## src/rtl/avg_unpool_stream_if.sv

```systemverilog
// Stream bundle for avg_unpool_stream: pooled values in, upsampled values out.
// slave = the unpooling block, master = the surrounding source/sink.
interface avg_unpool_stream_if #(
  parameter int DATA_WIDTH = 16
);
  logic [DATA_WIDTH-1:0] in_data;
  logic                  in_valid;
  logic                  in_ready;
  logic [DATA_WIDTH-1:0] out_data;
  logic                  out_valid;
  logic                  out_ready;
  logic                  out_last;

  modport slave (
    input  in_data, in_valid, out_ready,
    output in_ready, out_data, out_valid, out_last
  );

  modport master (
    output in_data, in_valid, out_ready,
    input  in_ready, out_data, out_valid, out_last
  );
endinterface

```

## src/rtl/avg_unpool_stream.sv

```systemverilog
// 2x2 average-unpooling stream: each pooled value is replicated into its 2x2 window.
// Define UNPOOL_GRAD_SCALE_EN to scale every output by 0.25 (FP16, truncating).
//
// state | meaning
// ROW_A | take pooled values, emit each twice (even output row), store raw value in row buffer
// ROW_B | replay the row buffer, each value twice (odd output row); input stalled
module avg_unpool_stream #(
  parameter int DATA_WIDTH = 16,
  parameter int Depth      = 6,
  parameter int outH       = 28,
  parameter int outW       = 28
) (
  input  logic                 clk,
  input  logic                 reset,
  avg_unpool_stream_if.slave   strm
);

  localparam int PW  = outW / 2;
  localparam int PH  = outH / 2;
  localparam int PCW = (PW > 1) ? $clog2(PW) : 1;
  localparam int PRW = (PH > 1) ? $clog2(PH) : 1;
  localparam int CHW = (Depth > 1) ? $clog2(Depth) : 1;

  typedef enum logic {ROW_A, ROW_B} state_t;

  state_t                state_q, state_d;
  logic [PCW-1:0]        pcol_q;
  logic [PRW-1:0]        prow_q;
  logic [CHW-1:0]        ch_q;
  logic                  dup_q;
  logic [DATA_WIDTH-1:0] out_data_q;
  logic                  out_valid_q;
  logic                  out_last_q;
  logic [DATA_WIDTH-1:0] row_buf [PW];

  logic [1:0]            rst_sync;
  logic                  rst_int;
  logic                  in_rdy;
  logic                  in_acc;
  logic                  out_acc;
  logic                  pcol_last;
  logic                  prow_last;
  logic                  ch_last;
  logic [PCW-1:0]        wr_col;

  function automatic logic [DATA_WIDTH-1:0] scale(input logic [DATA_WIDTH-1:0] x);
`ifdef UNPOOL_GRAD_SCALE_EN
    logic [4:0]            e;
    logic [10:0]           sig;
    logic [DATA_WIDTH-1:0] r;
    e   = x[14:10];
    sig = {1'b1, x[9:0]};
    r   = x;
    if (e == 5'd31) begin
      r = x;
    end else if (e >= 5'd3) begin
      r[14:10] = e - 5'd2;
    end else if (e == 5'd2) begin
      r[14:10] = 5'd0;
      r[9:0]   = sig[10:1];
    end else if (e == 5'd1) begin
      r[14:10] = 5'd0;
      r[9:0]   = {1'b0, sig[10:2]};
    end else begin
      r[9:0]   = {2'b00, x[9:2]};
    end
    return r;
`else
    return x;
`endif
  endfunction

  // Reset asserts asynchronously but releases on a clock edge.
  always_ff @(posedge clk or posedge reset) begin
    if (reset) rst_sync <= 2'b11;
    else       rst_sync <= {rst_sync[0], 1'b0};
  end
  assign rst_int = rst_sync[1];

  assign pcol_last = (pcol_q == PCW'(PW - 1));
  assign prow_last = (prow_q == PRW'(PH - 1));
  assign ch_last   = (ch_q == CHW'(Depth - 1));
  assign out_acc   = out_valid_q && strm.out_ready;
  assign in_acc    = strm.in_valid && in_rdy;
  // A load that overlaps the second-copy accept belongs to the next column.
  assign wr_col    = out_valid_q ? PCW'(pcol_q + 1'b1) : pcol_q;

  always_ff @(posedge clk or posedge rst_int) begin
    if (rst_int) state_q <= ROW_A;
    else         state_q <= state_d;
  end

  always_comb begin
    state_d = state_q;
    in_rdy  = 1'b0;
    case (state_q)
      ROW_A: begin
        // Never take a value once the row's last column is presented; the next one belongs after ROW_B.
        in_rdy = !rst_int && (!out_valid_q || (strm.out_ready && dup_q && !pcol_last));
        if (out_acc && dup_q && pcol_last) state_d = ROW_B;
      end
      ROW_B: begin
        if (out_acc && dup_q && pcol_last) state_d = ROW_A;
      end
      default: state_d = ROW_A;
    endcase
  end

  always_ff @(posedge clk or posedge rst_int) begin
    if (rst_int) begin
      pcol_q      <= '0;
      prow_q      <= '0;
      ch_q        <= '0;
      dup_q       <= 1'b0;
      out_data_q  <= '0;
      out_valid_q <= 1'b0;
      out_last_q  <= 1'b0;
    end else begin
      case (state_q)
        ROW_A: begin
          if (out_acc) begin
            if (!dup_q) begin
              dup_q <= 1'b1;
            end else if (pcol_last) begin
              pcol_q      <= '0;
              dup_q       <= 1'b0;
              out_data_q  <= scale(row_buf[0]);
              out_valid_q <= 1'b1;
              out_last_q  <= 1'b0;
            end else begin
              pcol_q      <= PCW'(pcol_q + 1'b1);
              dup_q       <= 1'b0;
              out_valid_q <= 1'b0;
            end
          end
          if (in_acc) begin
            pcol_q      <= wr_col;
            dup_q       <= 1'b0;
            out_data_q  <= scale(strm.in_data);
            out_valid_q <= 1'b1;
            out_last_q  <= 1'b0;
          end
        end
        ROW_B: begin
          if (out_acc) begin
            if (!dup_q) begin
              dup_q      <= 1'b1;
              out_last_q <= pcol_last && prow_last && ch_last;
            end else if (pcol_last) begin
              pcol_q      <= '0;
              dup_q       <= 1'b0;
              out_valid_q <= 1'b0;
              out_last_q  <= 1'b0;
              if (prow_last) begin
                prow_q <= '0;
                ch_q   <= ch_last ? '0 : CHW'(ch_q + 1'b1);
              end else begin
                prow_q <= PRW'(prow_q + 1'b1);
              end
            end else begin
              pcol_q     <= PCW'(pcol_q + 1'b1);
              dup_q      <= 1'b0;
              out_data_q <= scale(row_buf[PCW'(pcol_q + 1'b1)]);
            end
          end
        end
        default: ;
      endcase
    end
  end

  // Row buffer holds raw values; contents are don't-care after reset.
  always_ff @(posedge clk) begin
    if (in_acc) row_buf[wr_col] <= strm.in_data;
  end

  assign strm.in_ready  = in_rdy;
  assign strm.out_data  = out_data_q;
  assign strm.out_valid = out_valid_q;
  assign strm.out_last  = out_last_q;

endmodule
```

## src/flat_wrapper.sv

```systemverilog
// flat-port wrapper written by rule: the top's interface ports become plain ports
module avg_unpool_stream_flat 
#(
  parameter int DATA_WIDTH = 16,
  parameter int Depth      = 6,
  parameter int outH       = 28,
  parameter int outW       = 28
)
  (clk, reset, strm_in_data, strm_in_valid, strm_out_ready, strm_in_ready, strm_out_data, strm_out_valid, strm_out_last);
  avg_unpool_stream_if #(.DATA_WIDTH(DATA_WIDTH)) strm_i ();
  input  logic clk;
  input  logic reset;
  input wire logic [$bits(strm_i.in_data)-1:0] strm_in_data;
  input wire logic [$bits(strm_i.in_valid)-1:0] strm_in_valid;
  input wire logic [$bits(strm_i.out_ready)-1:0] strm_out_ready;
  output wire logic [$bits(strm_i.in_ready)-1:0] strm_in_ready;
  output wire logic [$bits(strm_i.out_data)-1:0] strm_out_data;
  output wire logic [$bits(strm_i.out_valid)-1:0] strm_out_valid;
  output wire logic [$bits(strm_i.out_last)-1:0] strm_out_last;
  assign strm_i.in_data = strm_in_data;
  assign strm_i.in_valid = strm_in_valid;
  assign strm_i.out_ready = strm_out_ready;
  assign strm_in_ready = strm_i.in_ready;
  assign strm_out_data = strm_i.out_data;
  assign strm_out_valid = strm_i.out_valid;
  assign strm_out_last = strm_i.out_last;
  avg_unpool_stream #(.DATA_WIDTH(DATA_WIDTH), .Depth(Depth), .outH(outH), .outW(outW)) u_core (.clk(clk), .reset(reset), .strm(strm_i));
endmodule
```

## config.mk

```make
export PLATFORM = sky130hd
export DESIGN_NAME = avg_unpool_stream_flat
export DESIGN_NICKNAME = d
export VERILOG_FILES = /design/src/rtl/avg_unpool_stream_if.sv /design/src/rtl/avg_unpool_stream.sv /design/src/flat_wrapper.sv
export SDC_FILE = /design/constraint.sdc
export NUM_CORES = 1
export LEC_CHECK = 0
export CAP_MARGIN = 5
export CORE_UTILIZATION = 54
export CTS_CLUSTER_DIAMETER = 200
export DETAILED_ROUTE_END_ITERATION = 12
export GPL_ROUTABILITY_DRIVEN = 0
export PLACE_DENSITY = 0.7
export SLEW_MARGIN = 30
export SYNTH_ARGS = -nofsm -noshare
export SYNTH_HDL_FRONTEND = slang
export SYNTH_SLANG_ARGS = --single-unit
```

## constraint.sdc

```tcl
create_clock -name clk -period 4.9 [get_ports clk]
set_input_delay 0.98 -clock clk [delete_from_list [all_inputs] [get_ports clk]]
set_output_delay 0.98 -clock clk [all_outputs]
set_load 0.02 [all_outputs]
```

# Word-level counts from Yosys, hierarchy flattened

Memories as Yosys holds them, arrays and structs flattened.
Cells that the tools add are included.

$lt $le $gt $ge: 0
Reduce and logical (&&, ||, !) cells: 18
Bitwise gates (word level): 1
Equal/unequal tests: 10
Shift-type cells: 0
$add $sub $neg: 3
Muxes and demuxes: 41
Div/mod/pow operators: 0
Multiply operators: 0

Operator list:

| cell                                                                     | count |
|---|---|
| 16-bit two-way mux                                                       | 7 |
| 16-bit case mux with 2 select lines                                      | 1 |
| 4-bit two-way mux                                                        | 6 |
| 1-bit two-way mux                                                        | 21 |
| 5-bit AND reduction                                                      | 2 |
| 1-bit logical AND                                                        | 9 |
| 3-bit by 1-bit inequality test with 1-bit output (second input constant) | 3 |
| 4-bit by 1-bit adder with 4-bit output (second input constant)           | 2 |
| 4-bit == test (second input constant)                                    | 2 |
| 2-bit inequality test (second input constant)                            | 4 |
| 1-bit case mux with 2 select lines                                       | 4 |
| 4-bit case mux with 2 select lines                                       | 1 |
| 6-bit AND reduction                                                      | 1 |
| 4-bit AND reduction                                                      | 1 |
| 3-bit by 1-bit adder with 3-bit output (second input constant)           | 1 |
| 3-bit == test (second input constant)                                    | 1 |
| 1-bit logical NOT                                                        | 3 |
| 3-bit two-way mux                                                        | 1 |
| 3-bit AND reduction                                                      | 1 |
| 1-bit logical OR                                                         | 1 |
| 1-bit NOT                                                                | 1 |

Input bits: 20
Memory bits (read-only): 0
Memories: 1
Flip-flop bits (word level): 33
Word-level logic and storage cells: 83
RAM bits: 224
Bits in latches: 0
Output and inout port bits: 19

Memory list:

| memory         | depth | width | read ports | clocked after Yosys merged registers in | write ports | line                    | source |
|---|---|---|---|---|---|---|---|
| u_core.row_buf | 14    | 16    | 2          | 0                                       | 1           | avg_unpool_stream.sv:34 | `logic [DATA_WIDTH-1:0] row_buf [PW];` |

# Depth between registers and ports, before layout

Depth after elaboration: 9
Mapped depth: 9
Mapped depth without buffers: 7

# Least setup slack after synthesis

No wires, ideal clock.

Kind: input port to flip-flop
Start point: input port strm_out_ready
End point: memory u_core.row_buf[5][0], enable pin
Path slack: 2.147 ns
Arrival time: 2.364 ns
Cell stages on the path: 6
Required time: 4.512 ns
Library setup time: 0.388 ns
Path buffers: 1
Path through: nand2_1 -> o21ai_1 -> and3_1 -> buf_2 -> o21ai_1 -> nor2_1

Word-level cells in the longest chain between the ends: 8

Ends and longest elaborated chain:

| what                                    | line                     | source |
|---|---|---|
| from (decl)                             | flat_wrapper.sv:15       | `input wire logic [$bits(strm_i.out_ready)-1:0] strm_out_ready;` |
| 1-bit logical AND (2 in series)         | avg_unpool_stream.sv:99  | `in_rdy = !rst_int && (!out_valid_q \|\| (strm.out_ready && dup_q && !pcol_last));` |
| 1-bit logical OR                        | avg_unpool_stream.sv:99  |  |
| 1-bit logical AND                       | avg_unpool_stream.sv:99  |  |
| 1-bit two-way mux                       | avg_unpool_stream.sv:96  | `case (state_q)` |
| 1-bit logical AND                       | avg_unpool_stream.sv:84  | `assign in_acc = strm.in_valid && in_rdy;` |
| 1-bit two-way mux                       | avg_unpool_stream.sv:174 | `if (in_acc) row_buf[wr_col] <= strm.in_data;` |
| 1-bit two-way mux (implied by the code) | avg_unpool_stream.sv:174 |  |
| to (decl)                               | avg_unpool_stream.sv:34  |  |

Every way passes these cells.

# Worst setup path after layout

Start point: input port strm_out_ready
End point: output port strm_in_ready

Word-level cells in the longest chain between the ends: 5

Ends and longest elaborated chain:

| what                            | line                    | source |
|---|---|---|
| 1-bit logical AND (2 in series) | avg_unpool_stream.sv:99 |  |
| 1-bit logical OR                | avg_unpool_stream.sv:99 |  |
| 1-bit logical AND               | avg_unpool_stream.sv:99 |  |
| 1-bit two-way mux               | avg_unpool_stream.sv:96 |  |
| to (decl)                       | flat_wrapper.sv:16      | `output wire logic [$bits(strm_i.in_ready)-1:0] strm_in_ready;` |

Every way passes these cells.

==> flow_metrics.tcl <==
set metrics [dict create \
    outcome "completed" \
    worst_setup_path_start_kind "input port" \
    grt_first_pass_wirelength_um 37400 \
    setup_tns_ns 0 \
    floorplan.initialDensity_pct 54.9 \
    powerDensity_nw_per_um2 596 \
    overflow 0 \
    ios 39 \
    clk_latency_ns 0.52 \
    layout-drive-gt1-share_pct 15.2 \
    grt_busiest_layer "met2" \
    period_share_pct 74.2 \
    fin_skew_ns 0.0131 \
    antenna_found_initial 0 \
    hold_buffers 0 \
    multi_input_area_um2 2940 \
    finalSetupViolCount 0 \
    root_buffer "clkbuf_16" \
    critical_path_class "in -> out" \
    yosys-top-cells-area "edfxtp_1 (63%), dfrtp_1 (7.3%), mux4_2 (6.7%)" \
    first_global_vias 6107 \
    netlist.area_leader.share_pct 62.9 \
    cts_sinks 257 \
    path_cells "clkdlybuf4s50_1 -> nand2_1 -> o21ai_1 -> and2_1 -> clkdlybuf4s50_1" \
    synth_fa_ha_area_share_pct 0.351 \
    cap_violations 0 \
    grtUsageMet1_pct 36.4 \
    grt_use_total_pct 25.5 \
    critPathRequiredTime_ns 3.92 \
    synthDistinctLibCells 50 \
    crit_buf_inv 2 \
    finalWorstPathRequiredPeriod_ns 3.64 \
    crit_family "buffers and inverters" \
    syn_avg_cell_area_um2 16.0 \
    async_flop_share_pct 12.8 \
    ys_ff_latch 257 \
    pre_cts_ws_ns 1.29 \
    rsz0062_at_grt "false" \
    fin_cells 984 \
    cts_tree "done" \
    synthXorXnorAreaFrac_pct 0.480 \
    fin_ws_ns 1.26 \
    slew_headroom_pct 36.1 \
    hold_viol_final 0 \
    synth_largest_area_cell "edfxtp_1" \
    area_delta_synth_final_pct 13.6 \
    seq_area_frac_synth_pct 70.7 \
    dr.pass1.iters 6 \
    wire_per_inst_um 25.3 \
    cp_common_cell "clkdlybuf4s50_1" \
    cts_resized 0 \
    arrival_ns 2.66 \
    syn_inst 668 \
    path_max_fanout 5 \
    die_x_um 143 \
    clk_path_buf_depth 3 \
    cpMaxStageDelayCell "clkdlybuf4s50_1" \
    irDropWorstVdd_mv 0.390 \
    grt_util_met2_pct 39.3 \
    slowest_delay_ns 0.60 \
    power.total_uw 7240 \
    drv_slew 0 \
    dpl.hpwl_um 16300 \
    regArea_um2 7560 \
    core_um2 19500 \
    synth_top_family_by_area "multiplexers" \
    ant_nets 0 \
    syn_nets 691 \
    grt_start_max_net_pins 64 \
    synth_compound_area_share_pct 7.74 \
    synth_edf_count 224 \
    routed_wl_um 24900 \
    fillCellCount 1386 \
    drt-initial-drc-count 736 \
    p_leak_uw 0.00407 \
    viasPerCell 6.36 \
    hold_path_class "reg -> reg" \
    via_count 6260 \
    numPortBuffers 38 \
    drc 0 \
    post_cts_buffers 0 \
    final_net_count 723 \
    num_rows 51 \
    met3_usage_pct 4.43 \
    place_inst 938 \
    h-tree-depth 1 \
    synthSimpleGateAreaFrac_pct 8.35 \
    cts_made_buffers 25 \
    ys_warn_count 0 \
    fmaxAchievable_mhz 275 \
    yosys-mux-area-fraction_pct 10.0 \
    syn_area_um2 10700 \
    die_y_um 143 \
    worstSetupEndpointType "primary output" \
    path_clk_slew_ns 0.06 \
    die_area_um2 20400 \
    worstMarginPinSlew_ns 0.959 \
    synth-main-ff-cell "edfxtp_1" \
]
## state kept, by name, indices dropped and copies added (netlist names)
name                   cells
u_core.ch_q                3
u_core.strm.out_last       1
u_core.rst_sync            2
u_core.dup_q               1
u_core.state_q             1
u_core.pcol_q              4
u_core.row_buf           224
u_core.strm.out_valid      1
u_core.prow_q              4
u_core.strm.out_data      16
## stage by stage
stage	utilization [%]	instance area, um^2	hold WS, ns
global route	62.4	12100	0.366
CTS	62.4	12100	0.359
detailed placement	58.1	11300	0.347
global placement	57.9	11300	0.348
finish	62.4	12100	0.357
floorplan	-	10700	0.345
## cells in the final DEF (no fill, tap or decap), types with 4 or more instances in the layout
master           instances
a211oi_1                38
a211oi_2                11
a21oi_1                  7
and3_1                  19
buf_4                    6
bufinv_16                4
clkbuf_1                 8
clkbuf_16               25
clkdlybuf4s50_1         38
dfrtp_1                 30
edfxtp_1               224
inv_1                    8
mux2i_1                 35
mux4_2                  32
nand2_1                 66
nand2b_1                 7
nand3_1                  7
nor2_1                  42
nor2_2                  11
nor4b_1                 17
o21ai_0                 10
o22ai_1                 20
## worst reg2reg max path, cell delays in order (launching register included)
cell	delay (ns)
dfrtp_1	0.46
ha_1	0.39
xnor2_4	0.52
buf_4	0.64
a211oi_1	0.17
nor4b_1	0.65
a211oi_1	0.11
## Yosys cell counts, types with 3 or more instances
cell type,n
edfxtp_1,224
nand2_1,66
nor2_1,53
a211oi_1,38
mux2i_1,35
mux4_2,32
dfrtp_1,31
o22ai_1,20
and3_1,19
buf_2,19
nor4b_1,17
a211oi_2,11
clkbuf_1,10
o21ai_0,10
buf_4,9
inv_1,8
a21oi_1,7
nand2b_1,7
nand3_1,7
a21o_1,3
a32oi_1,3
ha_1,3
o21ai_1,3
## cells by family after synthesis
logic type               count (synthesis)
AND/OR/NAND/NOR                        182
other                                    1
flip-flops                             257
AO/OA/AOI/OAI                          105
multiplexers                            67
adder cells (fa/ha/maj)                  3
buffers and inverters                   48
XOR/XNOR                                 5
## per-layer routing
layer / part of all wire (%) / routed length (um)
met2: 47 / 11700
met5: 0 / 0
met4: 3.6 / 897
met1: 41 / 10200
met3: 8.3 / 2060
## power breakdown
group	switching (uW)	total, uW	internal, uW
Clock	777	1960	1180
Combinational	1530	2550	1020
Sequential	177	2730	2550
Total	2490	7240	4750
## area by class of cell
cell class / instances / area share, %
sequential: 257 / 62.2
multi-input combinational: 363 / 24.2
clock buffer: 35 / 5.63
timing repair buffer: 45 / 3.67
tap: 265 / 2.73
clock inverter: 10 / 1.26
inverter: 8 / 0.247
antenna: 1 / 0.0206
## worst paths after layout
check	end	depth (start not counted)	start	slack [ns]
worst max-delay path	strm_in_ready	5	strm_out_ready	1.26
worst min-delay path	u_core.rst_sync[1]$_DFF_PP1_	0	u_core.rst_sync[0]$_DFF_PP1_	0.36
worst max register to register	u_core.strm.out_data[6]$_DFFE_PP0P_	6	u_core.pcol_q[1]$_DFF_PP0_	1.79
worst min register to register	u_core.rst_sync[1]$_DFF_PP1_	0	u_core.rst_sync[0]$_DFF_PP1_	0.36
max in group asynchronous	u_core.rst_sync[0]$_DFF_PP1_	2	reset	4.10
min in group asynchronous	u_core.strm.out_data[5]$_DFFE_PP0P_	2	u_core.rst_sync[1]$_DFF_PP1_	0.39
Note: power is estimated with default switching activity, not from simulation.
